`config.mk`:
```
export PLATFORM = sky130hd
export DESIGN_NAME = operand_forward_unit
export DESIGN_NICKNAME = d
export VERILOG_FILES = /design/src/rtl/pipe_pkg.sv /design/src/rtl/fwd_compare.sv /design/src/rtl/mux_3_1.sv /design/src/rtl/operand_forward_unit.sv
export SDC_FILE = /design/constraint.sdc
export NUM_CORES = 1
export LEC_CHECK = 0
export CAP_MARGIN = 20
export CORE_AREA = 2 2 116 118
export CTS_BUF_LIST = sky130_fd_sc_hd__clkbuf_8 sky130_fd_sc_hd__clkbuf_16
export DETAILED_ROUTE_END_ITERATION = 10
export DIE_AREA = 0 0 118 120
export PLACE_DENSITY = 0.7
export SLEW_MARGIN = 20
export SYNTH_ARGS = -nofsm -noshare
export SYNTH_HDL_FRONTEND = slang
export SYNTH_SLANG_ARGS = --single-unit
```
`constraint.sdc`:
```
create_clock -name clk -period 8.5 [get_ports clk]
set_input_delay 2.55 -clock clk [delete_from_list [all_inputs] [get_ports clk]]
set_output_delay 2.55 -clock clk [all_outputs]
set_load 0.03 [all_outputs]
```
`src/rtl/pipe_pkg.sv`:
```
// Shared pipeline types for the operand forwarding and hazard logic.
// Forward selects, stall FSM states and the hard-wired zero register.
package pipe_pkg;

  typedef enum logic [1:0] {
    FWD_RF = 2'b00,
    FWD_W  = 2'b01,
    FWD_M  = 2'b10
  } fwd_sel_t;

  typedef enum logic {
    ST_IDLE,
    ST_STALL
  } stall_state_t;

  localparam int REG_ZERO = 0;

endpackage

```
`src/rtl/fwd_compare.sv`:
```
// Per-source producer compare in D.
// The youngest producer (E) wins over M; x0 never matches.
module fwd_compare
  import pipe_pkg::*;
#(
  parameter int AW = 5
) (
  input  logic [AW-1:0] rs,
  input  logic [AW-1:0] rd_e,
  input  logic [AW-1:0] rd_m,
  input  logic          reg_write_e,
  input  logic          reg_write_m,
  output logic          match_e,
  output logic          match_m,
  output fwd_sel_t      sel
);

  logic nz;

  assign nz      = (rs != AW'(REG_ZERO));
  assign match_e = nz && (rs == rd_e);
  assign match_m = nz && (rs == rd_m);

  always_comb begin
    sel = FWD_RF;
    if (match_e && reg_write_e)
      sel = FWD_M;
    else if (match_m && reg_write_m)
      sel = FWD_W;
  end

endmodule

```
`src/rtl/mux_3_1.sv`:
```
// Generic three-input operand mux.
// Select 2'b11 falls back to d0.
module mux_3_1 #(
  parameter int WIDTH = 32
) (
  input  logic [WIDTH-1:0] d0,
  input  logic [WIDTH-1:0] d1,
  input  logic [WIDTH-1:0] d2,
  input  logic [1:0]       s,
  output logic [WIDTH-1:0] y
);

  always_comb begin
    y = d0;
    unique case (s)
      2'b01:   y = d1;
      2'b10:   y = d2;
      default: y = d0;
    endcase
  end

endmodule

```
`src/rtl/operand_forward_unit.sv`:
```
// E-stage operand resolver: registered forward selects plus
// load-use stall/flush control with a small counter FSM.
module operand_forward_unit
  import pipe_pkg::*;
#(
  parameter int XLEN     = 32,
  parameter int NSRC     = 2,
  parameter int AW       = 5,
  parameter int LOAD_LAT = 1
) (
  input  logic                 clk,
  input  logic                 reset_n,
  input  logic [NSRC*AW-1:0]   RsD,
  input  logic [NSRC*AW-1:0]   RsE,
  input  logic [AW-1:0]        RdE,
  input  logic [AW-1:0]        RdM,
  input  logic                 RegWriteE,
  input  logic                 RegWriteM,
  input  logic                 LoadE,
  input  logic                 LoadM,
  input  logic                 PCSrcE,
  input  logic [NSRC*XLEN-1:0] RDE,
  input  logic [XLEN-1:0]      ALUResultM,
  input  logic [XLEN-1:0]      ResultW,
  input  logic [XLEN-1:0]      ImmExtE,
  input  logic                 ALUSrcE,
  output logic [NSRC*XLEN-1:0] SrcE,
  output logic [XLEN-1:0]      WriteDataE,
  output logic                 StallF,
  output logic                 StallD,
  output logic                 FlushD,
  output logic                 FlushE
);

  localparam int CW = $clog2(LOAD_LAT) + 1;

  if (LOAD_LAT < 1 || LOAD_LAT > 2) begin : g_bad_lat
    $error("operand_forward_unit: LOAD_LAT must be 1 or 2");
  end
  if (NSRC < 2) begin : g_bad_nsrc
    $error("operand_forward_unit: NSRC must be at least 2");
  end

  fwd_sel_t        sel_d [NSRC];
  fwd_sel_t        sel_e [NSRC];
  logic [NSRC-1:0] hit_e;
  logic [NSRC-1:0] hit_m;
  logic [XLEN-1:0] fwd   [NSRC];

  for (genvar gi = 0; gi < NSRC; gi++) begin : g_src
    fwd_compare #(.AW(AW)) u_cmp (
      .rs          (RsD[gi*AW +: AW]),
      .rd_e        (RdE),
      .rd_m        (RdM),
      .reg_write_e (RegWriteE),
      .reg_write_m (RegWriteM),
      .match_e     (hit_e[gi]),
      .match_m     (hit_m[gi]),
      .sel         (sel_d[gi])
    );

    mux_3_1 #(.WIDTH(XLEN)) u_mux (
      .d0 (RDE[gi*XLEN +: XLEN]),
      .d1 (ResultW),
      .d2 (ALUResultM),
      .s  (sel_e[gi]),
      .y  (fwd[gi])
    );

    if (gi == 1) begin : g_opb
      assign SrcE[gi*XLEN +: XLEN] = ALUSrcE ? ImmExtE : fwd[gi];
    end else begin : g_opx
      assign SrcE[gi*XLEN +: XLEN] = fwd[gi];
    end
  end

  assign WriteDataE = fwd[1];

  always_ff @(posedge clk) begin
    if (!reset_n || FlushE) begin
      for (int i = 0; i < NSRC; i++) sel_e[i] <= FWD_RF;
    end else if (!StallD) begin
      for (int i = 0; i < NSRC; i++) sel_e[i] <= sel_d[i];
    end
  end

  stall_state_t   st_q, st_d;
  logic [CW-1:0]  cnt_q, cnt_d;
  logic           haz_e, haz_m, stall;

  assign haz_e = LoadE && RegWriteE && (|hit_e);
  assign haz_m = (LOAD_LAT == 2) && LoadM && RegWriteM && (|hit_m);

  // STALL covers only the bubbles after the detecting cycle.
  always_comb begin
    st_d  = st_q;
    cnt_d = cnt_q;
    stall = 1'b0;
    unique case (st_q)
      ST_IDLE: begin
        stall = (haz_e || haz_m) && !PCSrcE;
        if (!PCSrcE && haz_e && LOAD_LAT > 1) begin
          st_d  = ST_STALL;
          cnt_d = CW'(LOAD_LAT - 2);
        end
      end
      ST_STALL: begin
        stall = !PCSrcE;
        if (PCSrcE || cnt_q == '0) begin
          st_d  = ST_IDLE;
          cnt_d = '0;
        end else begin
          cnt_d = cnt_q - CW'(1);
        end
      end
      default: begin
        st_d  = ST_IDLE;
        cnt_d = '0;
      end
    endcase
  end

  always_ff @(posedge clk) begin
    if (!reset_n) begin
      st_q  <= ST_IDLE;
      cnt_q <= '0;
    end else begin
      st_q  <= st_d;
      cnt_q <= cnt_d;
    end
  end

  assign StallF = stall;
  assign StallD = stall;
  assign FlushE = stall | PCSrcE;
  assign FlushD = PCSrcE;

  logic unused_rse;
  assign unused_rse = ^RsE;

endmodule

```
-- Word-level counts from Yosys, hierarchy flattened
Memory sizes are Yosys's and may differ from the RTL's.
Index checks and enable logic that the tools add are counted.
- logic and storage cells: 53
- input port bits: 198
- memories: 1
- memory bits (writable): 4
- flip-flop bits (word level): 2
- memory list (memory ; depth ; bits a word ; read ports ; clocked after memory_dff ; write ports ; line ; source):
    sel_e ; 2 ; 2 ; 2 ; 0 ; 2 ; operand_forward_unit.sv:45 ; fwd_sel_t sel_e [NSRC];
- bitwise gates (word level): 5
- muxes and demuxes: 17
- $add $sub $neg: 1
- reductions and logical operators: 19
- eq/ne operators: 8
- operators by type and width (operator ; count):
    32-bit one-hot mux with 2 select lines ; 2
    32-bit two-way mux ; 1
    5-bit equality test ; 4
    1-bit logical AND ; 11
    5-bit nonzero test ; 2
    1-bit two-way mux ; 9
    2-bit two-way mux ; 4
    2-bit by 1-bit equality test with 1-bit output (second input constant) ; 2
    2-bit equality test (second input constant) ; 2
    1-bit bitwise OR ; 3
    1-bit logical NOT ; 2
    1-bit logical OR ; 2
    1-bit NOT ; 2
    1-bit one-hot mux with 2 select lines ; 1
    2-bit AND reduction ; 1
    2-bit OR reduction ; 1
    1-bit subtractor (second input constant) ; 1

-- Longest topological paths before layout
- depth after elaboration: 11
- depth in mapped cells: 7
- depth with buffers taken out: 5

-- Modules after synthesis
Synthesis repeated with hierarchy kept, for this count alone.
- cell total of the unflattened synthesis: 322
- area, all modules: 2406.1 um^2
- modules (own cells, without submodules) (module ; area each (um^2) ; cells an instance ; seq. area each (um^2) ; instances):
    mux_3_1 ; 636.9 ; 113 ; 0.0 ; 2
    operand_forward_unit ; 799.5 ; 58 ; 160.2 ; 1
    fwd_compare ; 166.4 ; 19 ; 0.0 ; 2

-- Worst setup path after synthesis
No wires, ideal clock.
- kind: input to output
- start: input RsD[1]
- end: output StallF
- stages on the path: 6
- setup slack: 1.851 ns
- path buffers: 1
- data required time: 5.950 ns
- arrival time: 4.099 ns
- cells stage by stage: xnor2_1 > nand3_1 > nor4_2 > o211ai_1 > a21oi_1 > buf_4
- longest elaborated chain between the ends: 6
- elaborated cells on any way between the ends: 7
- ends and longest elaborated chain (what ; line ; source):
    start, declared ; operand_forward_unit.sv:13 ; input logic [NSRC*AW-1:0] RsD,
    5-bit equality test or 5-bit nonzero test (tied branches) ; fwd_compare.sv:21, fwd_compare.sv:20 ;
    1-bit logical AND * ; fwd_compare.sv:21 ; assign match_e = nz && (rs == rd_e);
    2-bit OR reduction * ; operand_forward_unit.sv:91 ; assign haz_e = LoadE && RegWriteE && (|hit_e);
    1-bit logical AND * ; operand_forward_unit.sv:91 ;
    1-bit logical AND * ; n/a ;
    1-bit one-hot mux with 2 select lines * ; operand_forward_unit.sv:99 ; unique case (st_q)
    end, declared ; operand_forward_unit.sv:29 ; output logic StallF,
Every way passes the cells marked *; elsewhere a longest branch is shown, timed or not.

-- Worst setup path after layout
- start: input RsD[1]
- end: output StallD
- longest elaborated chain between the ends: 6
- elaborated cells on any way between the ends: 7
- ends and longest elaborated chain (what ; line ; source):
    5-bit equality test or 5-bit nonzero test (tied branches) ; fwd_compare.sv:21, fwd_compare.sv:20 ;
    1-bit logical AND * ; fwd_compare.sv:21 ;
    2-bit OR reduction * ; operand_forward_unit.sv:91 ;
    1-bit logical AND * ; operand_forward_unit.sv:91 ;
    1-bit logical AND * ; n/a ;
    1-bit one-hot mux with 2 select lines * ; operand_forward_unit.sv:99 ;
    end, declared ; operand_forward_unit.sv:30 ; output logic StallD,
Marked as above.

==> summary.md <==
| Metric | Value |
|---|---|
| Outcome | finished, final reports clean |
| Wirelength per Cell | 16.89 um |
| Die height | 120 um |
| Port Buf Inserts | around 290 |
| Slowest CP cell | clkdlybuf4s50_1 |
| Ys flop type | edfxtp_1 |
| Die Wd | roughly 120 um |
| Max Buffers Root-to-Sink | 2 |
| Final Max Slew Viols | 0 |
| Multi-input gate area | 1843 um2 |
| Gr ovfl total | 0 |
| Arrival time worst endpoint | 4.87 ns |
| TNS Setup | 0 ns |
| CTS tree | built |
| Die area | 14160 um2 |
| Flops & latches, synth | 6 |
| Postcts setup bufs | 0 |
| Synth top area share | 0.2254 |
| CP Capture Type | primary output |
| Critical path cell sequence | clkdlybuf4s50_1 -> xnor2_1 -> nand3_1 -> nor4_2 -> o211ai_1 -> a21oi_1 -> clkdlybuf4s50_1 |
| Slew margin rel. | 0.3201 |
| Starting Density | 0.1643 |
| FFs w/ async S/R, synth | 0 |
| PostCTS Resize Cnt | 0 |
| Synth warn | 0 |
| Initial DRC Count | 194 |
| Share of cells above drive strength 1 | 0.07363 |
| Commonest cells in the netlist | nand2_1 (66), a22oi_1 (64), o21ai_0 (47), mux2_2 (27), clkbuf_1 (25) |
| Core Box Area | approximately 13000 um2 |
| Synth Cell Area | 2132 um2 |
| CP most frequent cell | clkdlybuf4s50_1 |
| Mapped Avg Cell Area | 6.642 um2 |
| Number of buffers created by CTS | 3 |
| Final Power | 0.0005398 W |
| Fin crit period | about 7.4 ns |
| Synthesized instance count | between 300 and 400 |
| Clock transition at path regs | 0.03 ns |
| I/O pins | a little under 300 |
| Crit path kind | input pin to primary output |
| Initial antenna violation count | 0 |
| Crit path launch type | input pin |
| Final setup fails | 0 |
| Number of global-route vias before repair | 3750 |
| Area Growth Syn to Fin | 144.0% |
| H-tree depth | 1 |
| Final hold viol count | 0 |
| FMAX | between 100 and 150 MHz |
| Final instance area | 5201 um2 |
| Post-route ant nets | 0 |
| Crit share post-route | 0.8733 |
| Worst Hold Class | register to register |
| Largest net degree at the start of global routing | 65 |
| GP Congestion | approximately 0.86 |
| Max-cap violation count | 0 |
| Non-filler instance count after layout | 760 |
| Count leader, synth | nand2_1 |
| Peak supply drop | between 0.00007 and 0.00008 V |
| GRT Total Usage | 0.1675 |
| Cell count after placement | 756 |
| WP data required | between 5 and 6 ns |
| Cell accounting for the most synthesized area | a22oi_1 |
| DP Wirelength | 10050 um |
| Post-place instance area | 5112 um2 |
| # diodes | 0 |
| Fill cells | around 1.3k |
| 1st-pass router iterations | 5 |
| Top cells by area, synth | a22oi_1 (23%), mux2_2 (14%), nand2_1 (12%) |
| Drt drc | 0 |
| Seq. cell area | 160.2 um2 |
| Peak fanout along the critical path | 4 |
| Lkg Pwr | 1.862 nW |
| Post-synth cell types | 31 |
| Worst-margin pin slew | between 1 and 1.5 ns |
| Vias/cell | 4.741 |
| Drt total wl | about 13000 um |
| NumNets Final | about 790 |
| Seq/Total Area, Yosys | 0.07512 |
| Worst skew pair latency | 0.23 ns |
| Crit path largest cell delay | approximately 0.70 ns |
| Post-CTS Hold Buffers | 0 |
| Global-route wire length before repair | 19410 um |
| FP Rows | 42 |
| Clk root buf | clkbuf_16 |
| RSZ-0062 raised after global routing | false |
| Via count | approximately 3.6k |
| EDFF count, synth | 4 |
| PD cells | 103.8 nW/um2 |
| Skew final | 0.003449 ns |
| CTS sink count | 6 |
[flip-flops by register name, indices dropped and copies added (netlist names)]
register / count
sel_e: 4
cnt_q: 1
st_q: 1
[layout make-up]
class,count,area share
clock inverter,1,0.0007217
tap,176,0.04234
sequential,6,0.03079
inverter,7,0.005052
clock buffer,3,0.01443
multi-input combinational,279,0.3543
timing repair buffer,288,0.5523
[path summary, 6_finish.rpt]
check | from | to | cells after the start | slack, ns
hold reg to reg | st_q | cnt_q | 1 | 0.44
hold / removal | st_q | cnt_q | 1 | 0.44
setup / recovery | RsD[1] | StallD | 7 | 1.08
setup reg to reg | st_q | sel_e[0][2] | 5 | 7.13
[kinds of logic after synthesis]
group                      Yosys count  synth area share
DFF                                  6           0.07512
AOI/OAI and AO/OA                  134            0.3967
other                                1          0.001759
buffers and inverters               39           0.07277
xor gates and xnor gates            20           0.08216
and+or+nand+nor                     85            0.1790
muxes                               32            0.1690
adders and majority gates            4           0.02348
[power breakdown]
group          internal [W]  leakage (nW)  switching (W)
Combinational      0.000206          1.77       0.000223
Sequential        0.0000323        0.0541    0.000000781
Clock             0.0000611        0.0423      0.0000168
[layer usage]
metal | global-route usage | share of wire | vias to the layer above
li1 | - | - | 1715
met1 | 0.1827 | 0.38 | 1657
met2 | 0.3198 | 0.51 | 217
met3 | 0.04610 | 0.091 | 14
met4 | 0.03840 | 0.014 | 0
met5 | 0 | 0 | -
[critical path: cells and delay by family]
kind	cells	cell delay, ns
compound gates	2	0.39
xor+xnor	1	0.14
buf+inv	2	1.28
simple gates	2	0.50
[per-stage QoR]
step | hold slack (ns) | utilization | worst slack (ns)
finish | 0.4366 | 0.4007 | 1.077
floorplan | 0.4126 | - | 1.851
global placement | 0.4188 | 0.3939 | 1.079
CTS | 0.4345 | 0.3999 | 1.061
detailed placement | 0.4293 | 0.3939 | 1.091
global route | 0.4580 | 0.4007 | 0.8900
[placed cells by master, fill, tap and decap left out, drive strengths merged]
| master | count |
|---|---|
| inv | 8 |
| or4 | 2 |
| o21ai | 64 |
| edfxtp | 4 |
| xor2 | 8 |
| clkbuf | 3 |
| nand4 | 2 |
| conb | 4 |
| clkdlybuf4s50 | 285 |
| nand3 | 3 |
| nand4b | 1 |
| nor2 | 6 |
| dfxtp | 2 |
| a22oi | 64 |
| nor4 | 4 |
| nor3 | 1 |
| nand2 | 66 |
| a21o | 2 |
| xnor2 | 12 |
| o211ai | 1 |
| ha | 4 |
| buf | 3 |
| a21oi | 3 |
| mux2 | 32 |
No activity file was read; power rests on OpenSTA's default activity.
